<file path="config.mk">
export PLATFORM = sky130hd
export DESIGN_NAME = fpa_byte_io
export DESIGN_NICKNAME = d
export VERILOG_FILES = /design/src/rtl/fpa_io_pkg.sv /design/src/rtl/fpa_byte_io.sv
export SDC_FILE = /design/constraint.sdc
export NUM_CORES = 1
export LEC_CHECK = 0
export CORE_ASPECT_RATIO = 1.1
export CORE_UTILIZATION = 30
export CTS_BUF_LIST = sky130_fd_sc_hd__clkbuf_4 sky130_fd_sc_hd__clkbuf_8 sky130_fd_sc_hd__clkbuf_16
export DETAILED_ROUTE_END_ITERATION = 7
export PLACE_DENSITY_LB_ADDON = 0.12
export SETUP_SLACK_MARGIN = 0.02
export SLEW_MARGIN = 20
export SYNTH_ARGS = -nofsm -noshare
export SYNTH_HDL_FRONTEND = slang
export SYNTH_SLANG_ARGS = --single-unit
</file>
<file path="constraint.sdc">
create_clock -name clk -period 5.8 [get_ports clk]
set_clock_uncertainty 0.1 [all_clocks]
set_input_delay 1.16 -clock clk [delete_from_list [all_inputs] [get_ports clk]]
set_output_delay 1.16 -clock clk [all_outputs]
set_load 0.03 [all_outputs]
</file>
<file path="src/rtl/fpa_io_pkg.sv">
// Shared types and constants for the byte-serial FP32 adder front end.
package fpa_io_pkg;

  typedef enum logic [1:0] {
    LOAD_A = 2'd0,
    LOAD_B = 2'd1,
    CALC   = 2'd2,
    SEND   = 2'd3
  } state_t;

  localparam int BYTES_PER_WORD = 4;
  localparam int OUT_BYTES      = 5;

  localparam int ST_COUT = 0;
  localparam int ST_OF   = 1;

endpackage

</file>
<file path="src/rtl/fpa_byte_io.sv">
// Byte-serial operand loader and result unloader sitting between the pad byte
// bus and the combinational FP32 adder.
//
// state  | meaning
// LOAD_A | shifting operand A in, one byte per input transfer
// LOAD_B | shifting operand B in, one byte per input transfer
// CALC   | single cycle, adder output captured into res/flg
// SEND   | four result bytes then one status byte on the output channel
module fpa_byte_io
  import fpa_io_pkg::*;
#(
  parameter bit LSB_FIRST = 1'b1
) (
  input  logic        clk,
  input  logic        rst,
  input  logic [7:0]  in_data,
  input  logic        in_valid,
  output logic        in_ready,
  output logic [7:0]  out_data,
  output logic        out_valid,
  input  logic        out_ready,
  output logic [31:0] fpa_a,
  output logic [31:0] fpa_b,
  input  logic [31:0] fpa_sum,
  input  logic        fpa_cout,
  input  logic        fpa_of,
  output logic        busy
);

  localparam logic [2:0] LAST_IN  = 3'(BYTES_PER_WORD - 1);
  localparam logic [2:0] LAST_OUT = 3'(OUT_BYTES - 1);

  state_t      state, state_nxt;
  logic [2:0]  cnt, cnt_nxt;
  logic [31:0] res;
  logic [1:0]  flg;
  logic        in_xfer, out_xfer;
  logic [7:0]  res_byte;

  function automatic logic [31:0] shift_in(input logic [31:0] word, input logic [7:0] b);
    return LSB_FIRST ? {b, word[31:8]} : {word[23:0], b};
  endfunction

  // Handshake outputs come from registered state only; rst gates in_ready so
  // nothing is accepted on the reset edge.
  assign in_ready  = ((state == LOAD_A) || (state == LOAD_B)) && !rst;
  assign out_valid = (state == SEND);
  assign busy      = (state == CALC) || (state == SEND);
  assign in_xfer   = in_valid && in_ready;
  assign out_xfer  = out_valid && out_ready;

  always_comb begin
    state_nxt = state;
    cnt_nxt   = cnt;
    unique case (state)
      LOAD_A, LOAD_B: begin
        if (in_xfer) begin
          if (cnt == LAST_IN) begin
            cnt_nxt   = 3'd0;
            state_nxt = (state == LOAD_A) ? LOAD_B : CALC;
          end else begin
            cnt_nxt = cnt + 3'd1;
          end
        end
      end
      CALC: begin
        state_nxt = SEND;
        cnt_nxt   = 3'd0;
      end
      SEND: begin
        if (out_xfer) begin
          if (cnt == LAST_OUT) begin
            state_nxt = LOAD_A;
            cnt_nxt   = 3'd0;
          end else begin
            cnt_nxt = cnt + 3'd1;
          end
        end
      end
      default: begin
        state_nxt = LOAD_A;
        cnt_nxt   = 3'd0;
      end
    endcase
  end

  // Result bytes leave in the same order operand bytes arrive.
  always_comb begin
    res_byte = LSB_FIRST ? res[{cnt[1:0], 3'b000} +: 8] : res[{~cnt[1:0], 3'b000} +: 8];
    out_data = (cnt == LAST_OUT) ? {6'b0, flg} : res_byte;
  end

  always_ff @(posedge clk) begin
    if (rst) begin
      state <= LOAD_A;
      cnt   <= 3'd0;
      fpa_a <= 32'h0;
      fpa_b <= 32'h0;
      res   <= 32'h0;
      flg   <= 2'b00;
    end else begin
      state <= state_nxt;
      cnt   <= cnt_nxt;
      if (in_xfer && (state == LOAD_A)) fpa_a <= shift_in(fpa_a, in_data);
      if (in_xfer && (state == LOAD_B)) fpa_b <= shift_in(fpa_b, in_data);
      if (state == CALC) begin
        res          <= fpa_sum;
        flg[ST_OF]   <= fpa_of;
        flg[ST_COUT] <= fpa_cout;
      end
    end
  end

endmodule

</file>
# Yosys cells after proc, flatten, opt, wreduce, memory -nomap -nowiden
# Index checks and enable logic that the tools add are counted.
# op_classes
addsub,1
eq_ne,9
n_shift,1
muxes,12
n_reduce_logical,12
# op_table
cell,count
$shiftx A32 B6 Y8,1
$mux W3,4
$mux W2,5
$pmux W3 S3,1
$mux W8,1
$pmux W2 S3,1
$logic_and A1 B1 Y1,5
$eq A2 B2 Y1 const B,2
$ne A2 B1 Y1 const B,2
$ne A2 B2 Y1 const B,2
$reduce_and A4 Y1,1
$add A3 B1 Y3 const B,1
$eq A3 B2 Y1 const B,1
$eq A3 B3 Y1 const B,1
$eq A2 B1 Y1 const B,1
$logic_not A2 Y1,1
$logic_or A1 B1 Y1,2
$reduce_and A2 Y1,1
$reduce_or A2 Y1,1
$logic_not A1 Y1,1
# word_totals
regBits,103
output_inout_bits,75
elab_cells,41

# Depth between registers and ports, before layout
# logic_depth
word_depth,6
mapped_depth,8
mapped_depth_nobuf,6

# Least setup slack after synthesis
# Ideal clock, no wire load.
# synth_timing
path_kind,in2out
start,input rst
end,output in_ready
t_arrival_ps,2062
required_time_ps,4540
slack_ps,2478
stages,4
path_buffers,3
cell_sequence,buf_6 -> buf_2 -> buf_1 -> nor2_1
# synth_between
elab_chain_len,2
# synth_lines
item,line,text
from (decl),fpa_byte_io.sv:15,"input logic rst,"
$logic_not A1 Y1,fpa_byte_io.sv:46,assign in_ready = ((state == LOAD_A) || (state == LOAD_B)) && !rst;
$logic_and A1 B1 Y1,fpa_byte_io.sv:46,
to (decl),fpa_byte_io.sv:18,"output logic in_ready,"
# Every way passes these cells.

# Final worst setup path
# layout_timing
start,register cnt[0]
end,output out_data[0]
# layout_between
elab_chain_len,2
elab_cells_between_ends,3
# layout_lines
item,line,text
from (decl),fpa_byte_io.sv:34,"logic [2:0] cnt, cnt_nxt;"
from (signal assigned),fpa_byte_io.sv:103,cnt <= cnt_nxt;
$shiftx A32 B6 Y8 or $eq A3 B3 Y1 (tied branches),"fpa_byte_io.sv:89, fpa_byte_io.sv:90",
$mux W8 (*),fpa_byte_io.sv:90,"out_data = (cnt == LAST_OUT) ? {6'b0, flg} : res_byte;"
to (decl),fpa_byte_io.sv:19,"output logic [7:0] out_data,"
# Mark *: on every way between the ends. The rest lies on a longest branch, timed or not.

==> flow_summary.toml <==
[outcome]
run_status = "complete, no violations"

[worst_setup_path]
regToRegStartpoint = "state[1]"
worst_ep_required_time_ns = 4.54
cp-end-kind = "output pin"
timing.critical_path.arrival_ns = 2.63
regToRegEndpoint = "fpa_a[8]"
cp-start-kind = "flip-flop"
rrSetupSlack_ns = 3.77
worstSetupPathType = "reg -> out"
timing.critical_path.fanout_max = 11
r2r_cells = 5

[route]
routed_wire_length_per_instance_um = 13.2
routed_via_density = 4.51
remaining_drc_errors = 0
detail_route.wirelength_mm = 9.80
route.antenna.remaining_nets = 0
vias = 3348
drt_pass1_iterations = 4
drt_iter0_markers = 158

[grt]
initial_antenna_violation_count = 0
globalRouteOverflowTotal = 0
pin_count_of_the_biggest_net_entering_global_routing = 106
first_global_vias = 3190
grt_use_total_pct = 14.0
grt_first_pass_wirelength_mm = 15.7

[cells_and_area]
areaGrowthSynthToFinish_pct = 37.9
most_common_library_cell_in_the_layout_ignoring_fill_and_taps = "nand2_1"
num-nets-final = 609
highest_count_cells_in_the_layout_ignoring_fill_and_taps = "129 x nand2_1, 119 x clkdlybuf4s50_1, 103 x dfxtp_1"
final_cell_area_um2 = 5690
post_route_cells_drive_above_1_share_pct = 4.83
antenna-diode-count = 0
fill_cells = 1375

[hold_path]
min-delay-start = "fpa_a[4]"
whs_path_depth = 2
hp-class = "reg -> reg"
hold_path_end = "fpa_a[4]"

[pwr]
worst_ir_drop_vdd_mv = 0.0961
p_total_uw = 1430
static_power_due_to_leakage_uw = 0.00192
pwr_density_cell_nw_per_um2 = 252

[logic_synthesis]
synth.net_count = 510
synth_seq_area_share_pct = 50.0
count_of_flip_flops_with_a_built_in_enable_after_synthesis = 0
synth_area_per_inst_um2 = 9.04
yosys_register_bits = 103
ys_async_sr_fraction_pct = 0
syn-instance-count = 456
synth-warning-count = 0
synth_flop_cell = "dfxtp_1"
synth.cell_area_um2 = 4120
synthDistinctLibCells = 31

[sta]
final_hold_viol_count = 0
final_max_slew_viol_count = 0
finalSetupTns_ns = 0
slew-limit-headroom_pct = 29.2
fmaxAchievable_mhz = 257
setup-violations-final = 0
layout_worst_path_cycle_share_pct = 67.1
finalCriticalPeriod_ns = 3.89
setup_repair_after_global_routing_missed_its_margin = "no"
worst-slew-pin-transition_ns = 1.06

[place]
placed_cell_area_um2 = 5350
buffer_ports.inserted = 120
globalplace.congestion = 0.738
detailedPlacementHpwl_mm = 6.46

[cts]
cts_root_buf = "clkbuf_16"
cts_tree = "yes"
clock_path_buffers = 2
worst_setup_hold_path_clk_slew_ns = 0.06
cts_hold_buffers = 0
cts-buffers-inserted = 9
ctsHtreeMaxLevel = 3
clkSinkCount = 103
clkLatencyLatePin_ns = 0.35
cts_post_setup_buffers_inserted = 0
cts_resized = 0

[die]
die-height_um = 125
row_count = 44
ios = 121
coreArea_um2 = 13300
die_x_um = 114
start_util_pct = 30.9
die-area_um2 = 14200

[job]
drv_cap = 0
[worst max-delay path by stage]
stage | startpoint | end | slack (ns)
global route | cnt[0] | out_data[1] | 1.77
global placement | state[0] | busy | 2.21
CTS | state[0] | busy | 1.79
finish | cnt[0] | out_data[0] | 1.91
detailed placement | rst | fpa_b[7] | 2.14
floorplan | rst | in_ready | 2.48
[synthesized netlist by cell type, types with 2 or more instances]
cell type	count	area share [%]
nand2_1	130	12
buf_6	8	2.2
nor2b_1	6	0.91
nor2_1	40	3.6
buf_1	2	0.18
a211oi_1	3	0.55
inv_1	8	0.73
ha_1	8	2.4
buf_2	2	0.24
and2_1	3	0.46
a21oi_1	64	7.8
mux4_1	6	3.8
buf_4	5	0.91
mux2_2	2	0.55
mux4_2	2	1.1
clkbuf_1	15	1.4
mux2i_1	36	8.7
dfxtp_1	103	50
[through the flow]
step / setup WS, ns / cells / util, % / hold WS (ns)
6_report: 1.91 / 743 / 42.7 / 0.350
3_3_place_gp: 2.21 / 728 / 40.2 / 0.341
5_1_grt: 1.77 / 743 / 42.7 / 0.378
3_5_place_dp: 2.14 / 728 / 40.2 / 0.345
2_1_floorplan: 2.48 / 456 / - / 0.351
4_1_cts: 1.79 / 743 / 42.5 / 0.355
[cell families after synthesis]
group                      count (synthesis)  share of synthesized area, %
AOI/OAI and AO/OA                         76                          10.1
adders and majority gates                  8                          2.43
buffers and inverters                     41                          5.74
DFF                                      103                          50.0
muxes                                     46                          14.2
and+or+nand+nor                          182                          17.5
[metal layers]
| metal | wire [um] | GRT usage (%) | up-vias |
|---|---|---|---|
| met5 | 0 | 0 | - |
| met4 | 165 | 5.42 | 0 |
| met3 | 675 | 4.99 | 13 |
| met2 | 4510 | 22.3 | 90 |
| met1 | 4460 | 17.3 | 1549 |
| li1 | - | - | 1696 |
[worst max-delay path, stage by stage, from the launching register on]
cell             delay, ns
dfxtp_1               0.70
inv_1                 0.12
ha_1                  0.24
and2_1                0.29
mux2_2                0.28
clkdlybuf4s50_1       0.66
[state kept, by name (all words and copies together) (netlist names)]
register and flops:
fpa_a 32, fpa_b 32, res 32, cnt 3, flg 2, state 2
[power breakdown]
part           internal [uW]  switching, uW
Sequential               712           7.53
Combinational           44.0           42.8
Clock                    373            254
Total                   1130            305
[final cells by class]
class / instances / area [um^2] / area share [%]
clock buffers: 13 / 274 / 4.82
clock inverters: 2 / 38.8 / 0.682
inverters: 8 / 30.0 / 0.528
multi-input cells: 312 / 1840 / 32.4
flip-flops and latches: 103 / 2060 / 36.3
well taps: 184 / 230 / 4.05
repair buffers: 121 / 1210 / 21.3
Note: power is estimated with default switching activity, not from simulation.
